<file path="src/rtl/mem_bus_port_if.sv">
// mem_bus_port_if
//   Groups the bus-side and SRAM-side signals of mem_bus_port.
//   master : the driver side (control FSM, gated bus, SRAM read data).
//   slave  : the memory bus port itself.
//   Signals:
//     bus[15:0]            gated datapath bus
//     ld_mar, ld_mdr       register load strobes
//     mem_req, mem_wr      transaction start and type (0 = read, 1 = write)
//     gate_sel[3:0]        bus gate selects {MARMUX, ALU, MDR, PC}
//     data_from_sram[15:0] SRAM read data
//     mar[15:0], mdr[15:0] address / data registers
//     data_to_sram[15:0]   SRAM write data (mirrors mdr)
//     ce_n, oe_n, we_n     active-low SRAM strobes
//     r, busy, gate_err    ready pulse, busy flag, sticky gate-select error
interface mem_bus_port_if;
    logic [15:0] bus;
    logic        ld_mar;
    logic        ld_mdr;
    logic        mem_req;
    logic        mem_wr;
    logic [3:0]  gate_sel;
    logic [15:0] data_from_sram;
    logic [15:0] mar;
    logic [15:0] mdr;
    logic [15:0] data_to_sram;
    logic        ce_n;
    logic        oe_n;
    logic        we_n;
    logic        r;
    logic        busy;
    logic        gate_err;

    modport master (
        output bus, ld_mar, ld_mdr, mem_req, mem_wr, gate_sel, data_from_sram,
        input  mar, mdr, data_to_sram, ce_n, oe_n, we_n, r, busy, gate_err
    );

    modport slave (
        input  bus, ld_mar, ld_mdr, mem_req, mem_wr, gate_sel, data_from_sram,
        output mar, mdr, data_to_sram, ce_n, oe_n, we_n, r, busy, gate_err
    );
endinterface

</file>
<file path="src/rtl/mem_bus_port.sv">
// mem_bus_port
//   Memory-side bus port for the 16-bit datapath. Captures the gated bus
//   into MAR/MDR, runs a fixed-latency SRAM read or write with a one-cycle
//   ready pulse, and presents MDR as the gateMDR source.
//
//   Parameters:
//     WAIT_CYCLES  SRAM access cycles per transaction, legal range 1..15.
//   Ports:
//     clk    rising-edge clock
//     reset  synchronous active-high reset
//     mb     mem_bus_port_if.slave (bus, strobes, SRAM data, status)
//
//   Optional feature:
//     GATE_ONEHOT_CHECK_EN  when defined, gate_sel is checked every cycle
//                           and any value with more than one bit set makes
//                           gate_err stick high until reset. When undefined,
//                           gate_err is tied low and gate_sel is ignored.
//
//   All outputs come straight from registers or from a decode of the
//   registered state, so there is no input-to-output combinational path.
module mem_bus_port #(
    parameter int unsigned WAIT_CYCLES = 2
) (
    input  logic          clk,
    input  logic          reset,
    mem_bus_port_if.slave mb
);

    typedef enum logic [1:0] {
        IDLE   = 2'd0,
        ACCESS = 2'd1,
        DONE   = 2'd2
    } state_t;

    localparam logic [3:0] LAST_CNT = 4'(WAIT_CYCLES - 1);

    state_t      state_reg, state_next;
    logic [3:0]  cnt_reg, cnt_next;
    logic        wr_reg, wr_next;
    logic [15:0] mar_reg, mar_next;
    logic [15:0] mdr_reg, mdr_next;

    always_ff @(posedge clk) begin
        if (reset) begin
            state_reg <= IDLE;
            cnt_reg   <= 4'd0;
            wr_reg    <= 1'b0;
            mar_reg   <= 16'h0000;
            mdr_reg   <= 16'h0000;
        end else begin
            state_reg <= state_next;
            cnt_reg   <= cnt_next;
            wr_reg    <= wr_next;
            mar_reg   <= mar_next;
            mdr_reg   <= mdr_next;
        end
    end

    always_comb begin
        state_next = state_reg;
        cnt_next   = cnt_reg;
        wr_next    = wr_reg;
        mar_next   = mar_reg;
        mdr_next   = mdr_reg;

        case (state_reg)
            IDLE: begin
                // Loads and the request are evaluated together, so a load
                // issued with the request is what the transaction uses.
                if (mb.ld_mar) begin
                    mar_next = mb.bus;
                end
                if (mb.ld_mdr) begin
                    mdr_next = mb.bus;
                end
                if (mb.mem_req) begin
                    wr_next    = mb.mem_wr;
                    cnt_next   = 4'd0;
                    state_next = ACCESS;
                end
            end
            ACCESS: begin
                // MAR/MDR frozen; only the last access edge touches MDR.
                if (cnt_reg == LAST_CNT) begin
                    cnt_next   = 4'd0;
                    state_next = DONE;
                    if (!wr_reg) begin
                        mdr_next = mb.data_from_sram;
                    end
                end else begin
                    cnt_next = cnt_reg + 4'd1;
                end
            end
            DONE: begin
                state_next = IDLE;
            end
            default: begin
                state_next = IDLE;
            end
        endcase
    end

    // Strobes decode from registered state and the latched transaction type.
    assign mb.mar          = mar_reg;
    assign mb.mdr          = mdr_reg;
    assign mb.data_to_sram = mdr_reg;
    assign mb.ce_n         = (state_reg != ACCESS);
    assign mb.oe_n         = !((state_reg == ACCESS) && !wr_reg);
    assign mb.we_n         = !((state_reg == ACCESS) && wr_reg);
    assign mb.r            = (state_reg == DONE);
    assign mb.busy         = (state_reg != IDLE);

`ifdef GATE_ONEHOT_CHECK_EN
    // seen[gi] is high when any select below bit gi is set; a bit that is
    // set while seen is already high means two or more selects are active.
    logic [4:0] seen;
    logic [3:0] clash;
    logic       gate_err_reg;

    assign seen[0] = 1'b0;

    genvar gi;
    generate
        for (gi = 0; gi < 4; gi++) begin : g_onehot
            assign clash[gi]    = mb.gate_sel[gi] & seen[gi];
            assign seen[gi + 1] = seen[gi] | mb.gate_sel[gi];
        end
    endgenerate

    always_ff @(posedge clk) begin
        if (reset) begin
            gate_err_reg <= 1'b0;
        end else if (|clash) begin
            gate_err_reg <= 1'b1;
        end
    end

    assign mb.gate_err = gate_err_reg;
`else
    assign mb.gate_err = 1'b0;
`endif

endmodule

</file>
<file path="src/flat_wrapper.sv">
// flat-port wrapper written by rule: the top's interface ports become plain ports
module mem_bus_port_flat 
#(
    parameter int unsigned WAIT_CYCLES = 2
)
  (clk, reset, mb_bus, mb_ld_mar, mb_ld_mdr, mb_mem_req, mb_mem_wr, mb_gate_sel, mb_data_from_sram, mb_mar, mb_mdr, mb_data_to_sram, mb_ce_n, mb_oe_n, mb_we_n, mb_r, mb_busy, mb_gate_err);
  mem_bus_port_if mb_i ();
  input  logic clk;
  input  logic reset;
  input wire logic [$bits(mb_i.bus)-1:0] mb_bus;
  input wire logic [$bits(mb_i.ld_mar)-1:0] mb_ld_mar;
  input wire logic [$bits(mb_i.ld_mdr)-1:0] mb_ld_mdr;
  input wire logic [$bits(mb_i.mem_req)-1:0] mb_mem_req;
  input wire logic [$bits(mb_i.mem_wr)-1:0] mb_mem_wr;
  input wire logic [$bits(mb_i.gate_sel)-1:0] mb_gate_sel;
  input wire logic [$bits(mb_i.data_from_sram)-1:0] mb_data_from_sram;
  output wire logic [$bits(mb_i.mar)-1:0] mb_mar;
  output wire logic [$bits(mb_i.mdr)-1:0] mb_mdr;
  output wire logic [$bits(mb_i.data_to_sram)-1:0] mb_data_to_sram;
  output wire logic [$bits(mb_i.ce_n)-1:0] mb_ce_n;
  output wire logic [$bits(mb_i.oe_n)-1:0] mb_oe_n;
  output wire logic [$bits(mb_i.we_n)-1:0] mb_we_n;
  output wire logic [$bits(mb_i.r)-1:0] mb_r;
  output wire logic [$bits(mb_i.busy)-1:0] mb_busy;
  output wire logic [$bits(mb_i.gate_err)-1:0] mb_gate_err;
  assign mb_i.bus = mb_bus;
  assign mb_i.ld_mar = mb_ld_mar;
  assign mb_i.ld_mdr = mb_ld_mdr;
  assign mb_i.mem_req = mb_mem_req;
  assign mb_i.mem_wr = mb_mem_wr;
  assign mb_i.gate_sel = mb_gate_sel;
  assign mb_i.data_from_sram = mb_data_from_sram;
  assign mb_mar = mb_i.mar;
  assign mb_mdr = mb_i.mdr;
  assign mb_data_to_sram = mb_i.data_to_sram;
  assign mb_ce_n = mb_i.ce_n;
  assign mb_oe_n = mb_i.oe_n;
  assign mb_we_n = mb_i.we_n;
  assign mb_r = mb_i.r;
  assign mb_busy = mb_i.busy;
  assign mb_gate_err = mb_i.gate_err;
  mem_bus_port #(.WAIT_CYCLES(WAIT_CYCLES)) u_core (.clk(clk), .reset(reset), .mb(mb_i));
endmodule
</file>
<file path="config.mk">
export PLATFORM = sky130hd
export DESIGN_NAME = mem_bus_port_flat
export DESIGN_NICKNAME = d
export VERILOG_FILES = /design/src/rtl/mem_bus_port_if.sv /design/src/rtl/mem_bus_port.sv /design/src/flat_wrapper.sv
export SDC_FILE = /design/constraint.sdc
export NUM_CORES = 1
export LEC_CHECK = 0
export ABC_CLOCK_PERIOD_IN_PS = 2600
export CAP_MARGIN = 40
export CORE_MARGIN = 8
export CORE_UTILIZATION = 44
export CTS_BUF_LIST = sky130_fd_sc_hd__clkbuf_8
export CTS_CLUSTER_SIZE = 10
export DETAILED_ROUTE_END_ITERATION = 8
export GPL_TIMING_DRIVEN = 1
export PLACE_DENSITY_LB_ADDON = 0.3
export SLEW_MARGIN = 20
export SYNTH_ARGS = -nofsm -noshare
export SYNTH_HDL_FRONTEND = slang
export SYNTH_SLANG_ARGS = --single-unit
export TNS_END_PERCENT = 5
</file>
<file path="constraint.sdc">
create_clock -name clk -period 2.6 [get_ports clk]
set_input_delay 0.65 -clock clk [delete_from_list [all_inputs] [get_ports clk]]
set_output_delay 0.65 -clock clk [all_outputs]
set_load 0.02 [all_outputs]
</file>
==> Word-level counts from Yosys, hierarchy flattened <==
Index checks and enable logic that the tools add are counted.
{ "word_totals": {"register_bits": 39, "out_inout_bits": 54, "word_cells": 37, "in_bits": 42} }
{ "op_classes": {"n_addsub": 1, "n_mux": 10, "eq_ne": 8, "reduce_logical": 13} }
{ "op_table": {"columns": ["operator", "count"], "rows": [
  ["two-way mux 16 bit", 3],
  ["case mux 16 bit (2 select lines)", 1],
  ["two-way mux 4 bit", 2],
  ["case mux 4 bit (2 select lines)", 1],
  ["AND reduction 2 bit", 4],
  ["!= test 2 bit, second input constant", 3],
  ["adder 4 x 1 -> 4 bit, second input constant", 1],
  ["equality test 4 x 1 -> 1 bit, second input constant", 1],
  ["two-way mux 2 bit", 2],
  ["!= test 2 x 1 -> 1 bit, second input constant", 2],
  ["case mux 2 bit (2 select lines)", 1],
  ["AND reduction 4 bit", 1],
  ["nonzero test 2 bit", 2],
  ["zero test 1 bit", 3],
  ["equality test 2 x 1 -> 1 bit, second input constant", 1],
  ["equality test 2 bit, second input constant", 1],
  ["logical AND 1 bit", 2],
  ["zero test 2 bit", 1]
]} }

==> Longest topological paths before layout <==
Gate-level depths: netlist of the first run.
{ "logic_depth": {"depth_word": 3, "depth_mapped": 6, "ltp_nobuf": 5} }

==> Least setup slack after synthesis of the first run <==
Ideal clock, no wire load.
{ "synth_path": {"kind": "register to output", "start": "reg u_core.state_reg[1]", "end": "out mb_oe_n", "arrival_ns": 1.024, "path_slack_ns": 0.926, "path_buffers": 2, "t_required_ns": 1.950, "stages_incl_launch_ff": 5, "path_cell_list": "dfxtp_1 -> buf_6 -> nor3b_4 -> buf_6 -> inv_1"} }
{ "synth_via": {"elab_chain_len": 3} }
{ "synth_lines": {"columns": ["element", "line_no", "rtl"], "rows": [
  ["start: declaration", "mem_bus_port.sv:37", "state_t state_reg, state_next;"],
  ["start signal: assignment", "mem_bus_port.sv:51", "state_reg <= state_next;"],
  ["equality test 2 x 1 -> 1 bit", "mem_bus_port.sv:108", "assign mb.oe_n = !((state_reg == ACCESS) && !wr_reg);"],
  ["logical AND 1 bit", "mem_bus_port.sv:108", null],
  ["zero test 1 bit", "mem_bus_port.sv:108", null],
  ["end: declaration", "flat_wrapper.sv:21", "output wire logic [$bits(mb_i.oe_n)-1:0] mb_oe_n;"]
]} }
No other way between the ends.

==> Worst setup path in the final report of the first run <==
{ "layout_path": {"start": "reg u_core.state_reg[1]", "end": "out mb_ce_n"} }
{ "layout_via": {"elab_chain_len": 1} }
{ "layout_lines": {"columns": ["element", "line_no", "rtl"], "rows": [
  ["!= test 2 x 1 -> 1 bit", "mem_bus_port.sv:107", "assign mb.ce_n = (state_reg != ACCESS);"],
  ["end: declaration", "flat_wrapper.sv:20", "output wire logic [$bits(mb_i.ce_n)-1:0] mb_ce_n;"]
]} }
No other way between the ends.

==> reports/metrics.yaml, run 1 <==
wire_per_inst_um: 16.49
fin_hold_ws_ns: 0.4560
cp.depth: 3
cp-start-kind: "register"
cts_resized: 0
slew_headroom: 0.5842
syn_area_per_cell_um2: 9.615
r2r_cells: 4
final_core_util: 0.6471
clock_sinks: 39
drt_iter0_drc: 67
ys_warn_count: 0
slowest_delay_ns: 0.63
power.net_switching_mw: 0.5107
fill_cells: 371
fin_cells: 331
rsz0062_at_grt: "no"
synthAdderAreaFrac: 0.01263
setup_violations: 0
worst_setup_path_end_kind: "output pin"
grt_pass1_vias: 1794
gp_congestion: 0.7504
crit_chain: "nor2b_4, inv_1, clkdlybuf4s50_1"
pwr_density_cell_mw_per_mm2: 566.2
place_inst: 323
syn_area_mm2: 0.001981
postCtsSetupBuffers: 0
cts_tree: "built"
dr.pass1.iters: 4
die-height_um: 83.10
drv_cap: 0
peakVddDrop_mv: 0.2680
finalCritPeriodShare: 0.9363
final_cell_mix: "clkdlybuf4s50_1 (89), dfxtp_1 (39), nand2_1 (36)"
synth-seq-cells: 39
drive_gt1_frac: 0.1147
clkPwrFrac: 0.244
drtAntennaViolNets: 0
root_buffer: "clkbuf_8"
grt_pass1_wl_um: 9052
fin_ws_ns: 0.1656
drc: 0
route.vias.total: 1788
fin_tns_setup_ns: 0
yosys-mux-area-fraction: 0.08591
synthTopCellsByArea: "dfxtp_1 (39%), mux2i_1 (8.6%), a211oi_1 (8.3%), buf_4 (7.6%), nand2_1 (6.8%)"
cts_hold_buf: 0
area_delta_synth_final_pct: 42.26
hold_violations: 0
critical-path-top-delay-family: "buffers and inverters"
timing.rr.start: "u_core.state_reg[0]"
syn-num-nets: 250
tightest_slew_ns: 0.6237
num_rows: 24
pre_cts_ws_ns: 0.4449
dieArea_mm2: 0.006905
p_int_mw: 1.085
htree_levels: 2
drv_slew: 0
critPathBufInv: 2
viasPerCell: 5.402
io_pins: 96
initial_core_util: 0.4549
leakage_nw: 1.014
sw_frac_of_total: 0.3201
reg2reg_slack_ns: 0.83
cts_buffers: 5
grt_overflow: 0
critPathCapture: "mb_ce_n"
antenna-diode-count: 0
yosys.cell_types.count: 31
wirelength_um: 5458
yosys.area_share.simple: 0.1586
final_common_cell: "clkdlybuf4s50_1"
synth-xor-area-share: 0
synthCells: 206
grt_max_degree: 40
worst_hold_path_type: "register to register"
status: "completed"
finalNetCount: 322
yosysTopAreaCellShare: 0.3942
die_w_um: 83.10
yosysSeqAreaShare: 0.3942
layout_min_cycle_time_ns: 2.434
ctsLongestPathBuffers: 2
slowest_stage: "dfxtp_1"
dpl.hpwl_um: 4063
antenna_found_initial: 0
cts.clk_slew.worst_paths_ns: 0.07
track_usage: 0.1580
critPathMaxFanout: 10
cp-startpoint: "u_core.state_reg[1]"
fmax_ghz: 0.4108
core_mm2: 0.004354
yosys.area.top_type: "dfxtp_1"
clock_skew_ns: 0.006093
r2r-end: "u_core.mb.data_to_sram[1]"
crit_type: "register to output pin"
synth_top_family_by_area: "compound AO/OA/AOI/OAI gates"
pwr-share-seq: 0.429
worstPathArrival_ns: 1.78
critPathRequiredTime_ns: 1.95
portBuffers: 90
p_comb_frac: 0.328
insertion_delay_ns: 0.29
synth_compound_area_frac: 0.2110
## tightest hold or removal path, cell delays in order, from the launching register on
cell and delay (ns):
dfxtp_1 0.31, nand2_1 0.05, a21oi_1 0.05
## per-stage QoR
step | total power, mW | area [µm²]
3_3_place_gp | 1.217 | 2736
5_1_grt | 1.672 | 2818
2_1_floorplan | 1.025 | 1981
6_report | 1.595 | 2818
3_5_place_dp | 1.227 | 2736
4_1_cts | 1.609 | 2818
## power groups by stage
| stage | sequential [mW] | combinational, mW | clock (mW) |
|---|---|---|---|
| 2_1_floorplan | 0.741 | 0.284 | 0 |
| 3_3_place_gp | 0.696 | 0.521 | 0 |
| 3_5_place_dp | 0.699 | 0.528 | 0 |
| 4_1_cts | 0.685 | 0.530 | 0.394 |
| 5_1_grt | 0.692 | 0.556 | 0.424 |
| 6_report | 0.684 | 0.523 | 0.389 |
## worst min-delay path by stage
stage / startpoint / to / depth (start not counted)
2_1_floorplan: u_core.cnt_reg[1] / u_core.cnt_reg[1] / 2
3_3_place_gp: u_core.mb.mar[10] / u_core.mb.mar[10] / 2
3_5_place_dp: u_core.mb.mar[14] / u_core.mb.mar[14] / 2
4_1_cts: u_core.mb.mar[14] / u_core.mb.mar[14] / 2
5_1_grt: u_core.mb.mar[14] / u_core.mb.mar[14] / 2
6_report: u_core.mb.mar[14] / u_core.mb.mar[14] / 2
## kinds of logic (layout without fill, tap and decap cells)
kind of cell,count (synthesis),in the layout
compound gates,56,56
fa+ha+maj,2,2
other cells,1,1
mux,17,17
buf+inv,35,108
simple gates,56,56
flops,39,39
## metal layers
| layer | track usage | up-vias | wire length, µm | share of wire |
|---|---|---|---|---|
| li1 | - | 857 | - | - |
| met1 | 0.1822 | 863 | 2257 | 0.41 |
| met2 | 0.2610 | 61 | 2757 | 0.51 |
| met3 | 0.04785 | 7 | 355 | 0.065 |
| met4 | 0.07188 | 0 | 88 | 0.016 |
| met5 | 0 | - | 0 | 0 |
## synthesized netlist by cell type
cell type   n
a31oi_1     1
or3b_2      1
nor2_1      2
a211oi_2   10
nand4b_1    1
a21o_2      1
and2b_1     1
o21bai_1    1
or3_1       3
nor2b_4     1
clkbuf_1    4
mux2i_1    17
conb_1      1
nor3_1      1
buf_12      1
ha_1        2
dfxtp_1    39
nand2_1    36
o21ai_0     1
buf_2       1
buf_6       6
or3b_1      1
a21oi_1    20
inv_1       3
a211oi_1   22
buf_4      20
or2_2       1
nor3b_1     2
nor3b_4     3
nand3_1     2
nor3b_2     1
## layout make-up
class | instances | area, µm² | area share
multi-input cells | 132 | 930.9 | 0.3304
inverters | 3 | 11.26 | 0.003996
well taps | 52 | 65.06 | 0.02309
clock buffers | 5 | 68.82 | 0.02442
clock inverters | 3 | 12.51 | 0.004441
flip-flops and latches | 39 | 780.7 | 0.2771
repair buffers | 97 | 948.4 | 0.3366
Power figures use the tool's default switching activity.
==> run 2, diff against run 1 <==
Settings changed: SETUP_SLACK_MARGIN from default to 0.05.
==> results of run 2 <==
Same layout as run 1: the final DEF is identical, and so are final timing and power.
==> run 3, diff against run 2 <==
Settings changed: ABC_AREA from default to 0, CORE_UTILIZATION 44 to 38.
==> reports/metrics.yaml, run 3 (synthesized netlist as in run 1, its figures left out) <==
setup_violations: 0  # unchanged
cp-start-kind: "register"  # unchanged
dr.pass1.iters: 6  # was 4
die-height_um: 88.20  # was 83.10 µm
finalCritPeriodShare: 0.9129  # was 0.9363
drive_gt1_frac: 0.1219  # was 0.1147
grt_pass1_wl_um: 9218  # was 9052 µm
dieArea_mm2: 0.007778  # was 0.006905 mm²
finalNetCount: 322  # unchanged
viasPerCell: 4.845  # was 5.402
grt_pass1_vias: 1709  # was 1794
grt_max_degree: 40  # unchanged
met1_length_um: 2631  # was 2257 µm
portBuffers: 90  # unchanged
route.vias.total: 1691  # was 1788
fin_tns_setup_ns: 0  # unchanged
drt_iter0_drc: 151  # was 67
p_comb_frac: 0.330  # was 0.328
die_w_um: 88.20  # was 83.10 µm
drc: 0  # unchanged
clock_skew_ns: 0.002638  # was 0.006093 ns
track_usage: 0.1551  # was 0.1580
grt_overflow: 0  # unchanged
clock_sinks: 39  # unchanged
drtAntennaViolNets: 0  # unchanged
final_cell_mix: "clkdlybuf4s50_1 (90), dfxtp_1 (37), nand2_1 (36)"  # was clkdlybuf4s50_1 (89), dfxtp_1 (39), nand2_1 (36)
reg2reg_slack_ns: 0.84  # was 0.83 ns
num_rows: 26  # was 24
final_core_util: 0.5643  # was 0.6471
gp_congestion: 0.7247  # was 0.7504
crit_chain: "nor2b_4, inv_1, clkdlybuf4s50_1"  # unchanged
cts_hold_buf: 0  # unchanged
wl_met3_um: 494  # was 355 µm
root_buffer: "clkbuf_8"  # unchanged
antenna_found_initial: 0  # unchanged
wirelength_um: 5954  # was 5458 µm
final_common_cell: "clkdlybuf4s50_1"  # unchanged
drv_slew: 0  # unchanged
slowest_delay_ns: 0.56  # was 0.63 ns
area_delta_synth_final_pct: 44.60  # was 42.26%
fill_cells: 463  # was 371
postCtsSetupBuffers: 0  # unchanged
worst_hold_path_type: "register to register"  # unchanged
antenna-diode-count: 0  # unchanged
core_mm2: 0.005075  # was 0.004354 mm²
fmax_ghz: 0.4213  # was 0.4108 GHz
clkPwrFrac: 0.244  # about the same
place_inst: 341  # was 323
pwr_density_cell_mw_per_mm2: 561.6  # was 566.2 mW/mm²
fin_cells: 349  # was 331
hold_violations: 0  # unchanged
p_int_mw: 1.091  # was 1.085 mW
wire_per_inst_um: 17.06  # was 16.49 µm
insertion_delay_ns: 0.28  # was 0.29 ns
worstPathArrival_ns: 1.72  # was 1.78 ns
placed_cell_area_mm2: 0.002776  # was 0.002736 mm²
cts.clk_slew.worst_paths_ns: 0.07  # about the same
io_pins: 96  # unchanged
rsz0062_at_grt: "no"  # unchanged
critPathRequiredTime_ns: 1.95  # about the same
slowest_stage: "clkdlybuf4s50_1"  # was dfxtp_1
stdcell_area_mm2: 0.002864  # was 0.002818 mm²
worst_setup_path_end_kind: "output pin"  # unchanged
layout_min_cycle_time_ns: 2.373  # was 2.434 ns
htree_levels: 2  # unchanged
ctsLongestPathBuffers: 2  # unchanged
drv_cap: 0  # unchanged
cts_tree: "built"  # unchanged
initial_core_util: 0.3903  # was 0.4549
tightest_slew_ns: 0.6068  # was 0.6237 ns
power.net_switching_mw: 0.5172  # was 0.5107 mW
status: "completed"  # unchanged
dpl.hpwl_um: 4557  # was 4063 µm
crit_type: "register to output pin"  # unchanged
sw_frac_of_total: 0.3216  # was 0.3201
critPathMaxFanout: 10  # unchanged
top_layer_used: "met4"  # unchanged
pwr-share-seq: 0.426  # was 0.429
leakage_nw: 1.014  # about the same
wl_met2_um: 2718  # was 2757 µm
peakVddDrop_mv: 0.3184  # was 0.2680 mV
cts_buffers: 5  # unchanged
slew_headroom: 0.5955  # was 0.5842
[run 3: path summary, 6_finish.rpt]
| check | startpoint | to | depth (start not counted) |
|---|---|---|---|
| worst max register to register | u_core.cnt_reg[0] | u_core.mb.data_to_sram[13] | 4 |
| worst max-delay path | u_core.state_reg[0] | mb_ce_n | 3 |
| worst min-delay path | u_core.mb.mar[0] | u_core.mb.mar[0] | 2 |
| worst min register to register | u_core.mb.mar[0] | u_core.mb.mar[0] | 2 |
[run 3: power by group through the flow]
stage	sequential [mW]	clock, mW	combinational (mW)
3_5_place_dp	0.699	0	0.537
6_report	0.685	0.392	0.531
4_1_cts	0.685	0.403	0.538
5_1_grt	0.693	0.432	0.566
2_1_floorplan	0.741	0	0.284
3_3_place_gp	0.696	0	0.531
[run 3: what timing repair did]
action | CTS | global route
endpoints found under the hold margin | 0 | 0
setup endpoints to repair | 0 | 1
resized for setup | 0 | 2
[run 3: stage by stage]
| step | power (mW) | hold slack, ns | setup slack, ns |
|---|---|---|---|
| floorplan | 1.025 | 0.4618 | 0.9265 |
| global placement | 1.226 | 0.4413 | 0.4081 |
| detailed placement | 1.235 | 0.4475 | 0.3937 |
| CTS | 1.626 | 0.4578 | 0.06966 |
| global route | 1.691 | 0.4847 | 0.1324 |
| finish | 1.608 | 0.4539 | 0.2265 |
[run 3: critical path, delay by kind of cell, from the launching register on]
kind	cells	cell delay, ns
buffers and inverters	2	0.70
AND/OR/NAND/NOR	1	0.29
flip-flops	1	0.44
[run 3: layout make-up]
cell class,count,area [µm²],area share
timing repair buffer,97,965.9,0.3373
sequential,39,783.3,0.2735
clock inverter,3,16.27,0.005679
clock buffer,5,68.82,0.02403
tap,70,87.58,0.03058
multi-input combinational,132,930.9,0.3250
inverter,3,11.26,0.003932
[run 3: metal layers]
layer / track usage / vias to the layer above
li1: - / 853
met1: 0.1888 / 768
met2: 0.2396 / 62
met3: 0.05816 / 8
met4: 0.06144 / 0
met5: 0 / -
